==> src/rtl/ifetch_unit_if.sv <==
// rtl/ifetch_unit_if.sv - control, instruction-memory and IF/ID signals of the fetch unit
// master: the fetch unit itself; slave: the pipeline/memory side that drives controls and data.
interface ifetch_unit_if;
    logic        stall;
    logic        branch_taken;
    logic [31:0] branch_target;
    logic [31:0] imem_addr;
    logic [31:0] imem_data;
    logic [31:0] instr_out;
    logic [31:0] pc_out;
    logic        instr_valid;
    logic        misalign_err;

    modport master (
        input  stall, branch_taken, branch_target, imem_data,
        output imem_addr, instr_out, pc_out, instr_valid, misalign_err
    );

    modport slave (
        output stall, branch_taken, branch_target, imem_data,
        input  imem_addr, instr_out, pc_out, instr_valid, misalign_err
    );
endinterface

==> src/rtl/ifetch_unit.sv <==
// rtl/ifetch_unit.sv - PC register and IF/ID latch with stall, branch redirect and misalign flag
// Optional macro IFETCH_BRANCH_FLUSH_EN: squash the delay-slot word on a branch edge.
module ifetch_unit #(
    parameter logic [31:0] RESET_PC = 32'd0
) (
    input  logic          clk,
    input  logic          reset,
    ifetch_unit_if.master bus
);

    logic [31:0] pc;
    logic [31:0] instr_q;
    logic [31:0] pc_out_q;
    logic        valid_q;
    logic        err_q;

    assign bus.imem_addr    = pc;
    assign bus.instr_out    = instr_q;
    assign bus.pc_out       = pc_out_q;
    assign bus.instr_valid  = valid_q;
    assign bus.misalign_err = err_q;

    // A branch wins over stall; the IF/ID update on that edge depends on the delay-slot mode.
    always_ff @(posedge clk or posedge reset) begin
        if (reset) begin
            pc       <= {RESET_PC[31:2], 2'b00};
            instr_q  <= 32'h0;
            pc_out_q <= 32'h0;
            valid_q  <= 1'b0;
            err_q    <= 1'b0;
        end else if (bus.branch_taken) begin
            pc       <= {bus.branch_target[31:2], 2'b00};
            pc_out_q <= pc;
            if (bus.branch_target[1:0] != 2'b00) begin
                err_q <= 1'b1;
            end
`ifdef IFETCH_BRANCH_FLUSH_EN
            instr_q  <= 32'h0;
            valid_q  <= 1'b0;
`else
            instr_q  <= bus.imem_data;
            valid_q  <= 1'b1;
`endif
        end else if (!bus.stall) begin
            pc       <= pc + 32'd4;
            pc_out_q <= pc;
            instr_q  <= bus.imem_data;
            valid_q  <= 1'b1;
        end
    end

endmodule

==> src/flat_wrapper.sv <==
// flat-port wrapper written by rule: the top's interface ports become plain ports
module ifetch_unit_flat 
#(
    parameter logic [31:0] RESET_PC = 32'd0
)
  (clk, reset, bus_stall, bus_branch_taken, bus_branch_target, bus_imem_data, bus_imem_addr, bus_instr_out, bus_pc_out, bus_instr_valid, bus_misalign_err);
  ifetch_unit_if bus_i ();
  input  logic clk;
  input  logic reset;
  input wire logic [$bits(bus_i.stall)-1:0] bus_stall;
  input wire logic [$bits(bus_i.branch_taken)-1:0] bus_branch_taken;
  input wire logic [$bits(bus_i.branch_target)-1:0] bus_branch_target;
  input wire logic [$bits(bus_i.imem_data)-1:0] bus_imem_data;
  output wire logic [$bits(bus_i.imem_addr)-1:0] bus_imem_addr;
  output wire logic [$bits(bus_i.instr_out)-1:0] bus_instr_out;
  output wire logic [$bits(bus_i.pc_out)-1:0] bus_pc_out;
  output wire logic [$bits(bus_i.instr_valid)-1:0] bus_instr_valid;
  output wire logic [$bits(bus_i.misalign_err)-1:0] bus_misalign_err;
  assign bus_i.stall = bus_stall;
  assign bus_i.branch_taken = bus_branch_taken;
  assign bus_i.branch_target = bus_branch_target;
  assign bus_i.imem_data = bus_imem_data;
  assign bus_imem_addr = bus_i.imem_addr;
  assign bus_instr_out = bus_i.instr_out;
  assign bus_pc_out = bus_i.pc_out;
  assign bus_instr_valid = bus_i.instr_valid;
  assign bus_misalign_err = bus_i.misalign_err;
  ifetch_unit #(.RESET_PC(RESET_PC)) u_core (.clk(clk), .reset(reset), .bus(bus_i));
endmodule
==> config.mk <==
export PLATFORM = sky130hd
export DESIGN_NAME = ifetch_unit_flat
export DESIGN_NICKNAME = d
export VERILOG_FILES = /design/src/rtl/ifetch_unit_if.sv /design/src/rtl/ifetch_unit.sv /design/src/flat_wrapper.sv
export SDC_FILE = /design/constraint.sdc
export NUM_CORES = 1
export LEC_CHECK = 0
export BUFFER_PORTS_ARGS = -buffer_cell sky130_fd_sc_hd__buf_2
export CAP_MARGIN = 20
export CORE_MARGIN = 10
export CORE_UTILIZATION = 45
export CTS_BUF_LIST = sky130_fd_sc_hd__clkbuf_8
export DETAILED_ROUTE_END_ITERATION = 6
export PLACE_DENSITY = 0.75
export SLEW_MARGIN = 10
export SYNTH_ARGS = -nofsm -noshare
export SYNTH_HDL_FRONTEND = slang
export SYNTH_SLANG_ARGS = --single-unit
==> constraint.sdc <==
create_clock -name clk -period 3 [get_ports clk]
set_input_delay 0.45 -clock clk [delete_from_list [all_inputs] [get_ports clk]]
set_output_delay 0.45 -clock clk [all_outputs]
set_load 0.01 [all_outputs]
==> impl_metrics.py <==
metrics = {
    "status": {
        "status": "finished clean",
    },
    "grt": {
        "track_usage_pct": 17.0,
        "antenna_found_initial": 0,
        "use_met1_pct": 21.1,
        "grt_max_degree": 58,
        "grt_use_met3_pct": 6.06,
        "grt_pass1_vias": 3574,
        "grt_use_met2_pct": 27.1,
        "top_usage_layer": "met2",
        "overflow": 0,
        "grt_pass1_wl_um": 18400,
    },
    "timing": {
        "drv_slew": 0,
        "setup_ws_ns": 0.793,
        "finalClockSkew_ns": 0.0142,
        "fmax_mhz": 453,
        "slew_headroom_pct": 63.6,
        "rsz0062_at_grt": "no",
        "tns_ns": 0,
        "fin_crit_sh_pct": 73.6,
        "hold_ws_ns": 0.106,
        "hold_viol_final": 0,
        "fin_crit_ns": 2.21,
        "finalSetupViolations": 0,
        "tightest_slew_ns": 0.546,
    },
    "placed_design": {
        "place_ws_ns": 0.828,
        "portBuffers": 161,
        "dp_hpwl_um": 8930,
        "gp_congestion": 0.792,
    },
    "clocking": {
        "root_buffer": "clkbuf_8",
        "worstSkewPairLatency_ns": 0.36,
        "post_cts_resized": 0,
        "cts_tree": "built",
        "postCtsSetupRepairBufs": 0,
        "max-clock-path-buffers": 2,
        "cts_max_level": 3,
        "clk_pin_slew_ns": 0.11,
        "ctsHoldBuffers": 0,
        "cts_sinks": 94,
        "cts_buffers": 9,
    },
    "setup_path": {
        "rr_startpoint": "u_core.bus.imem_addr[2]",
        "crit_required_ns": 3.28,
        "crit_fanout": 8,
        "cp_cell_sequence": "ha_1 > nor2b_1 > nand4_1 > or3_2 > a31oi_1",
        "critPathKind": "flop to flop",
        "setup.worst_path.end_class": "flop",
        "crit_slowest_cell": "or3_2",
        "critical_path_arrival_ns": 2.49,
        "critPathTopFamily": "simple AND/OR/NAND/NOR gates",
        "start_kind": "flop",
        "setup.worst_path.start": "u_core.bus.imem_addr[2]",
        "max_stage_delay_ns": 0.50,
        "critPathBufInv": 0,
    },
    "yosys": {
        "ys.flop_type": "dfrtp_1",
        "synth_edf_count": 0,
        "avgSynthCellArea_um2": 11.8,
        "ys_seq_area_share_pct": 55.9,
        "yosys.area_share.xor_xnor_pct": 2.29,
        "synthArstFlopShare_pct": 100,
        "synth_area_leaders": "dfrtp_1, mux2_2, nand2_1, o21ai_0, or4_1",
        "synth_top_family_by_area": "multiplexers",
        "netlist.area_leader.share_pct": 55.9,
        "synthCells": 357,
        "yosys.area.top_type": "dfrtp_1",
        "synth_cell_types": 42,
        "yosys.area_share.adder_pct": 0.298,
        "synth-compound-area-share_pct": 7.26,
        "syn_area_um2": 4210,
        "yosys.area_share.simple_pct": 14.9,
        "muxShareOfSynthArea_pct": 16.0,
        "ys_seq_elements": 94,
        "yosys_warnings": 0,
    },
    "final_layout": {
        "layout_commonest_cell": "buf_2",
        "drive_gt1_share_pct": 48.5,
        "n_fill_cell": 791,
        "mostFrequentLayoutCells": "buf_2, dfrtp_1, mux2_2, nand2_1, o21ai_0",
        "antenna_cells": 0,
        "nNetsFinal": 584,
        "syn2layout_area_growth_pct": 26.6,
    },
    "power": {
        "power_density_nw_per_um2": 547,
        "power.leakage_nw": 2.40,
        "peakVddDrop_mv": 0.273,
    },
    "min_path": {
        "hp-class": "input port to asynchronous set/reset pin",
    },
    "drt": {
        "ant_nets": 0,
        "routedWlPerCell_um": 18.4,
        "drt_pass1_iterations": 4,
        "via_count": 3385,
        "drc": 0,
        "via_per_inst": 5.36,
        "wl_um": 11600,
        "drtIter0Drc": 178,
    },
    "floorplan": {
        "coreArea_um2": 9150,
        "start_util_pct": 45.9,
        "io_pins": 166,
        "fp.dieH_um": 117,
        "die_w_um": 117,
        "die_area_um2": 13600,
        "rows": 35,
    },
    "run": {
        "maxCapViolations": 0,
    },
}
## per-stage QoR
step / instance area [µm²] / util (%) / cells / power [mW]
floorplan: 4220 / - / 360 / 1.79
global placement: 5110 / 55.8 / 615 / 2.04
detailed placement: 5110 / 55.8 / 615 / 2.05
CTS: 5320 / 58.2 / 631 / 2.95
global route: 5320 / 58.2 / 631 / 3.06
finish: 5320 / 58.2 / 631 / 2.91
## cell families after synthesis
| kind of cell | after synthesis |
|---|---|
| buf+inv | 28 |
| xor+xnor | 11 |
| other cells | 1 |
| fa+ha+maj | 1 |
| compound gates | 49 |
| flops | 94 |
| simple gates | 113 |
| mux | 60 |
## layer usage
metal / wire (µm) / vias up
met3: 1220 / 11
met2: 5260 / 136
met1: 5010 / 1627
met5: 0 / -
met4: 123 / 0
li1: - / 1611
## worst reg2reg max path: stages, from the launching register on
cell and delay (ns):
dfrtp_1 0.49, ha_1 0.25, nor2b_1 0.38, nand4_1 0.35, or3_2 0.50, a31oi_1 0.16
## final timing paths
path | slack, ns | cells after the start | end
min in group clk | 0.29 | 3 | u_core.bus.imem_addr[7]
max | 0.79 | 5 | u_core.bus.imem_addr[22]
max reg2reg | 0.79 | 5 | u_core.bus.imem_addr[22]
min reg2reg | 0.48 | 1 | u_core.bus.instr_valid
max in group asynchronous | 2.21 | 3 | u_core.bus.imem_addr[21]
min | 0.11 | 2 | u_core.bus.instr_out[17]
## cell usage after synthesis (3+ instances only)
cell type,n
dfrtp_1,94
mux2_2,59
nand2_1,27
o21ai_0,20
nor2_1,18
nand3_1,16
a31oi_1,13
or4_1,13
clkbuf_1,11
o31ai_1,10
nand4_1,7
inv_1,6
nor3_1,6
xnor2_1,6
xor2_1,5
and4_1,4
buf_4,4
or3_1,4
buf_1,3
nand2b_1,3
## registers in the layout, indices dropped and copies added (netlist names)
name	count
u_core.bus.imem_addr	30
u_core.bus.misalign_err	1
u_core.bus.instr_out	32
u_core.bus.pc_out	30
u_core.bus.instr_valid	1
## layout make-up
| class | instances | area, µm² | area share, % |
|---|---|---|---|
| multi-input cells | 238 | 1740 | 32.6 |
| repair buffers | 166 | 856 | 16.1 |
| clock buffers | 9 | 124 | 2.33 |
| well taps | 111 | 139 | 2.61 |
| clock inverters | 7 | 90.1 | 1.69 |
| inverters | 6 | 25.0 | 0.470 |
| flip-flops and latches | 94 | 2350 | 44.2 |
## power by group
group / internal (mW) / switching (mW) / total (mW) / leakage (nW)
Clock: 0.409 / 0.484 / 0.892 / 0.110
Sequential: 1.39 / 0.113 / 1.50 / 1.09
Combinational: 0.242 / 0.271 / 0.514 / 1.20
Total: 2.04 / 0.868 / 2.91 / 2.40
Note: power is estimated with default switching activity, not from simulation.
